<file path="config.mk">
export PLATFORM = sky130hd
export DESIGN_NAME = fp_round_pack_pipe
export DESIGN_NICKNAME = d
export VERILOG_FILES = /design/src/rtl/fp_round_pack_pipe.sv
export SDC_FILE = /design/constraint.sdc
export NUM_CORES = 1
export LEC_CHECK = 0
export CAP_MARGIN = 0
export CORE_UTILIZATION = 40
export DETAILED_ROUTE_END_ITERATION = 10
export PLACE_DENSITY = 0.65
export SYNTH_ARGS = -nofsm -noshare
export SYNTH_HDL_FRONTEND = slang
export SYNTH_SLANG_ARGS = --single-unit
</file>
<file path="constraint.sdc">
create_clock -name clk -period 3.2 [get_ports clk]
set_clock_uncertainty 0.1 [all_clocks]
set_input_delay 0.32 -clock clk [delete_from_list [all_inputs] [get_ports clk]]
set_output_delay 0.32 -clock clk [all_outputs]
set_load 0.1 [all_outputs]
</file>
<file path="src/rtl/fp_round_pack_pipe.sv">
// fp_round_pack_pipe
// Two-stage round-and-pack back end for a floating-point multiplier.
// Stage A normalises the raw significand product. It extracts the stored
// fraction together with the guard and sticky bits. Stage B rounds the
// result (RNE or RTZ), resolves special operands and range exceptions, and
// registers the packed result and its flags. Both stages use a valid/ready
// handshake, so the block accepts one beat per cycle.
//
// Ports
//   clk, rst                    clock; asynchronous active-high reset
//   in_valid / in_ready         input handshake
//   in_sign, in_exp, in_man     product sign, signed biased exponent sum, raw significand product
//   in_nan, in_inf, in_zero     operand class tags
//   rnd_mode                    0 = round-nearest-even, 1 = round-toward-zero
//   out_valid / out_ready       output handshake
//   out_result                  packed {sign, exp, frac}
//   out_flags                   {nv, of, uf, nx} for the presented result
//   sticky_flags, flags_clr     accumulated flags and their synchronous clear
module fp_round_pack_pipe #(
  parameter int EXP_W = 8,
  parameter int MAN_W = 7,
  localparam int PROD_W = 2 * (MAN_W + 1),
  localparam int OUT_W = 1 + EXP_W + MAN_W
) (
  input  logic                 clk,
  input  logic                 rst,
  input  logic                 in_valid,
  output logic                 in_ready,
  input  logic                 in_sign,
  input  logic [EXP_W+1:0]     in_exp,
  input  logic [PROD_W-1:0]    in_man,
  input  logic                 in_nan,
  input  logic                 in_inf,
  input  logic                 in_zero,
  input  logic                 rnd_mode,
  output logic                 out_valid,
  input  logic                 out_ready,
  output logic [OUT_W-1:0]     out_result,
  output logic [3:0]           out_flags,
  output logic [3:0]           sticky_flags,
  input  logic                 flags_clr
);

  localparam logic [EXP_W+1:0] EXP_ONE  = {{(EXP_W+1){1'b0}}, 1'b1};
  localparam logic [EXP_W+1:0] EXP_ZERO = {(EXP_W+2){1'b0}};
  localparam logic [EXP_W+1:0] EXP_MAX  = {2'b00, {EXP_W{1'b1}}};

  // Stage A registers
  logic               a_valid_r;
  logic [MAN_W-1:0]   a_frac_r;
  logic               a_guard_r;
  logic               a_sticky_r;
  logic [EXP_W+1:0]   a_exp_r;
  logic               a_sign_r;
  logic               a_nan_r;
  logic               a_inf_r;
  logic               a_zero_r;
  logic               a_rtz_r;
  logic               live_r;

  logic               b_load_s;
  logic [PROD_W-1:0]  man_n_s;
  logic [EXP_W+1:0]   exp_n_s;
  logic [MAN_W:0]     frac_sum_s;
  logic [EXP_W+1:0]   exp_rd_s;
  logic               inc_s;
  logic [OUT_W-1:0]   res_s;
  logic [3:0]         flg_s;

  // Stage B advances whenever its slot is empty or being drained.
  // live_r holds in_ready low until the first clock edge after reset.
  assign b_load_s = !out_valid || out_ready;
  assign in_ready = live_r && (!a_valid_r || b_load_s);

  // Normalise: a product in [2,4) is shifted right by one binade via the exponent
  always_comb begin
    if (in_man[PROD_W-1]) begin
      man_n_s = in_man;
      exp_n_s = in_exp + EXP_ONE;
    end else begin
      man_n_s = {in_man[PROD_W-2:0], 1'b0};
      exp_n_s = in_exp;
    end
  end

  // Round and resolve specials; the earlier branches take precedence over the later ones
  always_comb begin
    inc_s      = !a_rtz_r && a_guard_r && (a_sticky_r || a_frac_r[0]);
    frac_sum_s = {1'b0, a_frac_r} + {{MAN_W{1'b0}}, inc_s};
    // A carry out of the fraction leaves the low bits zero, so only the exponent moves.
    exp_rd_s   = a_exp_r + {{(EXP_W+1){1'b0}}, frac_sum_s[MAN_W]};
    res_s      = {OUT_W{1'b0}};
    flg_s      = 4'b0000;
    if (a_nan_r || (a_inf_r && a_zero_r)) begin
      res_s = {1'b0, {EXP_W{1'b1}}, 1'b1, {(MAN_W-1){1'b0}}};
      flg_s = {a_inf_r && a_zero_r, 3'b000};
    end else if (a_inf_r) begin
      res_s = {a_sign_r, {EXP_W{1'b1}}, {MAN_W{1'b0}}};
    end else if (a_zero_r) begin
      res_s = {a_sign_r, {(EXP_W+MAN_W){1'b0}}};
    end else if ($signed(exp_rd_s) >= $signed(EXP_MAX)) begin
      flg_s = 4'b0101;
      if (a_rtz_r) begin
        res_s = {a_sign_r, {(EXP_W-1){1'b1}}, 1'b0, {MAN_W{1'b1}}};
      end else begin
        res_s = {a_sign_r, {EXP_W{1'b1}}, {MAN_W{1'b0}}};
      end
    end else if ($signed(exp_rd_s) <= $signed(EXP_ZERO)) begin
      res_s = {a_sign_r, {(EXP_W+MAN_W){1'b0}}};
      flg_s = 4'b0011;
    end else begin
      res_s = {a_sign_r, exp_rd_s[EXP_W-1:0], frac_sum_s[MAN_W-1:0]};
      flg_s = {3'b000, a_guard_r || a_sticky_r};
    end
  end

  // Stage A: capture normalised fields on input transfer, empty when drained
  always_ff @(posedge clk or posedge rst) begin
    if (rst) begin
      live_r     <= 1'b0;
      a_valid_r  <= 1'b0;
      a_frac_r   <= {MAN_W{1'b0}};
      a_guard_r  <= 1'b0;
      a_sticky_r <= 1'b0;
      a_exp_r    <= {(EXP_W+2){1'b0}};
      a_sign_r   <= 1'b0;
      a_nan_r    <= 1'b0;
      a_inf_r    <= 1'b0;
      a_zero_r   <= 1'b0;
      a_rtz_r    <= 1'b0;
    end else begin
      live_r <= 1'b1;
      if (in_ready) begin
        a_valid_r  <= in_valid;
        a_frac_r   <= man_n_s[PROD_W-2 -: MAN_W];
        a_guard_r  <= man_n_s[PROD_W-2-MAN_W];
        a_sticky_r <= |man_n_s[PROD_W-3-MAN_W:0];
        a_exp_r    <= exp_n_s;
        a_sign_r   <= in_sign;
        a_nan_r    <= in_nan;
        a_inf_r    <= in_inf;
        a_zero_r   <= in_zero;
        a_rtz_r    <= rnd_mode;
      end else begin
        a_valid_r <= a_valid_r;
      end
    end
  end

  // Stage B: register the packed result; hold it while the consumer stalls
  always_ff @(posedge clk or posedge rst) begin
    if (rst) begin
      out_valid  <= 1'b0;
      out_result <= {OUT_W{1'b0}};
      out_flags  <= 4'b0000;
    end else if (b_load_s) begin
      out_valid <= a_valid_r;
      if (a_valid_r) begin
        out_result <= res_s;
        out_flags  <= flg_s;
      end else begin
        out_result <= out_result;
        out_flags  <= out_flags;
      end
    end else begin
      out_valid <= out_valid;
    end
  end

  // Sticky flags: accumulate per transfer; a clear in the same cycle keeps only that transfer's flags
  always_ff @(posedge clk or posedge rst) begin
    if (rst) begin
      sticky_flags <= 4'b0000;
    end else if (out_valid && out_ready) begin
      if (flags_clr) begin
        sticky_flags <= out_flags;
      end else begin
        sticky_flags <= sticky_flags | out_flags;
      end
    end else if (flags_clr) begin
      sticky_flags <= 4'b0000;
    end else begin
      sticky_flags <= sticky_flags;
    end
  end

endmodule

</file>
==> results summary <==
The flow ran to the end, and the final reports show no timing, DRC or antenna violations. The count of mapped cells out of synthesis is 327. On the critical path the largest part of the delay comes from compound AO/OA/AOI/OAI gates.

The via density per instance is 5.35. The initialized floorplan defines 30 standard-cell rows. Of all nets on the critical path, the largest fanout is 6.

Traced cell by cell, the critical path runs through o211a_1 -> ha_2 -> nand2_2 -> nor3_2 -> ha_2 -> ha_4 -> nand4_1 -> a2111oi_4 -> o32ai_2 -> buf_4 -> a2111o_1 -> o211ai_1. By area, the combinational part of the netlist is dominated by simple AND/OR/NAND/NOR gates. The max-capacitance violation count is 0.

The via count of the first global-routing pass came out at 2482. The area of the die is 7650 um2. The xor and xnor area share after synthesis came out at 0.0540. Once detail routing completed, the nets flagged for antenna violations numbered 0. The number of different library cells used by synthesis comes to 57. The cell type with the largest total area after synthesis is sky130_fd_sc_hd__dfrtp_1. The analysis attributes to cell leakage a power of 1.57 nW. During placement, the flow inserted port buffers numbering 61. The synthesis-to-finish area growth came out at 32.0%. Setup violations remaining at the end of the flow were counted as 0. The number of buffers between clock root and the deepest sink is 2. The final critical-path setup slack came out at 0.135 ns. The clock latency reported for the late side of the worst-skew pair came out at 0.30 ns. For the worst setup path, the data required time is 3.32 ns. The number of antenna violations at the first check in global routing is 0. From left edge to right edge, the die measures 87.5 um. The count of endpoints failing hold in the final timing report is 0. For this design, the CTS-stage hold fixing added 0 buffers.

The peak per-stage delay on the critical path is 0.45 ns. Adding up every negative setup slack in the final design gives 0 ns. The synthesized netlist occupies a cell area of 2920 um2. Yosys attributes the largest share of cell area to sky130_fd_sc_hd__dfrtp_1, sky130_fd_sc_hd__nand2_1, sky130_fd_sc_hd__o21ai_0, sky130_fd_sc_hd__nand3_1, sky130_fd_sc_hd__mux2i_1. The core occupancy in the finished layout is 0.559.

The share of the cycle needed by the critical path after routing came out at 0.958. Yosys instantiated no cell more often than sky130_fd_sc_hd__nand2_1. After synthesis, the most frequently instantiated cells are sky130_fd_sc_hd__nand2_1, sky130_fd_sc_hd__dfrtp_1, sky130_fd_sc_hd__o21ai_0. The total power of the final layout came out at 2.42 mW. The number of DRC violations after detailed routing came out at 0. The power density relative to cell area is 627 nW/um2. The iteration-0 DRC count of the detailed router is 145. The met3 wire length came out at 399 um. The number of enable-type register cells in the synthesized netlist is 0. Routed signal wires occupy layers up through met4.

The half-perimeter wire length after placement is 5200 um. The number of diodes is 0. Routability-driven placement finished with a final weighted congestion of 0.915.

Across the whole layout, storage elements account for 1280 um2. The tightest min-delay check is of the flop to flop type. The chip height is 87.5 um. The headroom to the max-slew limit is 0.310. The area of the placeable core is 6910 um2.

The synthesized netlist net count is 368. The worst slack at placement came out at -0.0167 ns. The count of TritonRoute iterations in the first routing pass is 4. The path type of the worst setup path is flop to flop.

The layout net count came out at 436. The fraction of registers with async set or reset after synthesis is 1.00. The tree is rooted in a sky130_fd_sc_hd__clkbuf_8.

The simple-gate share of the synthesized area came out at 0.228. The total detailed-routing wirelength is 6920 um. The ratio of cells with drive above 1 in the final layout is 0.129. The time the worst path needs with I/O delays and setup came out at 3.06 ns. The multi-input gate area in the final layout came out at 1550 um2. The TritonCTS clock tree is built. The routed layout has 2631 vias. In this design, the critical path's most frequently occurring cell is sky130_fd_sc_hd__ha_2. In this run, CTS created clock tree buffers numbering 5.

Measured against the total synthesized area, the mux share comes to 0.0308. The clock sink count is 51. The post-route cell area is 3860 um2. The number of warnings reported in the yosys synthesis log came out at 0.

Of the total synthesized cell area, the portion taken by full adders, half adders and majority gates is 0.0214. STA classifies the critical path endpoint as a flop. The compound-gate portion of the synthesized area is 0.179.

The total count of max-transition violations in the final report came out at 0. STA classifies the critical path startpoint as a flop. The placed cell area is 3670 um2. The clock transition at the registers of the reported paths is 0.09 ns. The per-cell routed wire length came out at 14.1 um.

The overall global routing resource usage came out at 0.194. The filler cell count in the final layout came out at 656. The level count of the clock H-tree is 2.

The synthesized area per cell is 8.93 um2. The fraction of post-synthesis cell area in the top cell type by area is 0.437. Entering global routing, the biggest net connects 52 pins. The total routed wire length on the met1 layer is 3290 um. The leftover overflow at the end of global routing came out at 0. The most used flip-flop cell after synthesis is sky130_fd_sc_hd__dfrtp_1. The routed design uses 3170 um of met2 wire.

The sequential share of the synthesized area came out at 0.437. The worst-case vdd ir drop came out at 0.213 mV. The initial utilization of the core area, before any placement, comes to 0.423. The number of primary I/O pins came out at 62. For the pin with the worst max-slew slack, the measured transition is 1.03 ns. On the critical path, the stage with the largest delay is an instance of sky130_fd_sc_hd__a2111o_1. Counting flops and latches in the post-synthesis netlist gives 51.

The global-route wire length before repair came out at 11600 um. The data arrival time of the critical path is 3.19 ns. The fmax is 0.326 GHz.

The worst path buffer plus inverter count came out at 1.
registers in the layout (all words and copies together), names as in the netlist, 4 cells and up:
| name | cells |
|---|---|
| out_result | 16 |
| a_frac_r | 7 |
| a_exp_r | 10 |
| out_flags | 4 |
| sticky_flags | 4 |
cell families (layout without fill, tap and decap cells):
family	count (synthesis)	in the layout
AO/OA/AOI/OAI	77	77
XOR/XNOR	18	18
adder cells (fa/ha/maj)	5	5
buffers and inverters	32	101
flip-flops	51	51
multiplexers	9	9
other	1	1
AND/OR/NAND/NOR	134	134
report_power, final:
group,leakage (nW),switching (mW),internal (mW),total (mW)
registers,0.626,0.129,0.765,0.894
clock network,0.0505,0.210,0.197,0.407
logic,0.893,0.806,0.310,1.12
total,1.57,1.14,1.27,2.42
routing by layer:
metal,track usage,vias up
li1,-,1314
met1,0.261,1203
met2,0.315,112
met3,0.0341,2
met4,0.0641,0
met5,0,-
timing repair:
action | 4_1_cts | 5_1_grt
buffers inserted | 0 | 4
gates resized for setup | 2 | 6
endpoints found under the setup margin | 6 | 14
cloned | 0 | 1
pin swaps | 0 | 5
cell usage in the layout, fill, tap and decap left out, types with 6 or more instances in the layout:
| cell | count |
|---|---|
| sky130_fd_sc_hd__a21oi_1 | 6 |
| sky130_fd_sc_hd__buf_4 | 25 |
| sky130_fd_sc_hd__clkbuf_8 | 7 |
| sky130_fd_sc_hd__clkdlybuf4s50_1 | 54 |
| sky130_fd_sc_hd__dfrtp_1 | 51 |
| sky130_fd_sc_hd__inv_1 | 10 |
| sky130_fd_sc_hd__mux2i_1 | 9 |
| sky130_fd_sc_hd__nand2_1 | 57 |
| sky130_fd_sc_hd__nand3_1 | 19 |
| sky130_fd_sc_hd__nand4_1 | 6 |
| sky130_fd_sc_hd__nor2_1 | 13 |
| sky130_fd_sc_hd__nor3_1 | 7 |
| sky130_fd_sc_hd__o211ai_1 | 10 |
| sky130_fd_sc_hd__o21ai_0 | 31 |
| sky130_fd_sc_hd__xnor2_1 | 9 |
| sky130_fd_sc_hd__xor2_1 | 9 |
through the flow:
| stage | std cells | hold WS (ns) |
|---|---|---|
| 2_1_floorplan | 327 | 0.316 |
| 3_3_place_gp | 479 | 0.367 |
| 3_5_place_dp | 479 | 0.384 |
| 4_1_cts | 487 | 0.402 |
| 5_1_grt | 492 | 0.423 |
| 6_report | 492 | 0.393 |
layout make-up:
class,instances,area share
inverter,12,0.0117
clock buffer,7,0.0250
tap,96,0.0311
sequential,51,0.331
clock inverter,1,0.00195
multi-input combinational,244,0.403
timing repair buffer,81,0.197
worst min-delay path: cells and delay by family, from the launching register on:
| family | cells | cell delay, ns |
|---|---|---|
| simple gates | 2 | 0.11 |
| flops | 1 | 0.36 |
final timing paths:
check                                             from                        end  slack (ns)  cells past startpoint
worst max-delay path            a_sticky_r$_DFFE_PP0P_  out_result[4]$_DFFE_PP0P_        0.14                     12
worst min-delay path              a_sign_r$_DFFE_PP0P_       a_sign_r$_DFFE_PP0P_        0.39                      2
worst max register to register  a_sticky_r$_DFFE_PP0P_  out_result[4]$_DFFE_PP0P_        0.14                     12
worst min register to register    a_sign_r$_DFFE_PP0P_       a_sign_r$_DFFE_PP0P_        0.39                      2
max in group asynchronous                          rst     a_exp_r[0]$_DFFE_PP0P_        1.87                      2
min in group asynchronous                          rst     a_exp_r[6]$_DFFE_PP0P_        0.49                      2
No activity file was read; power rests on OpenSTA's default activity.
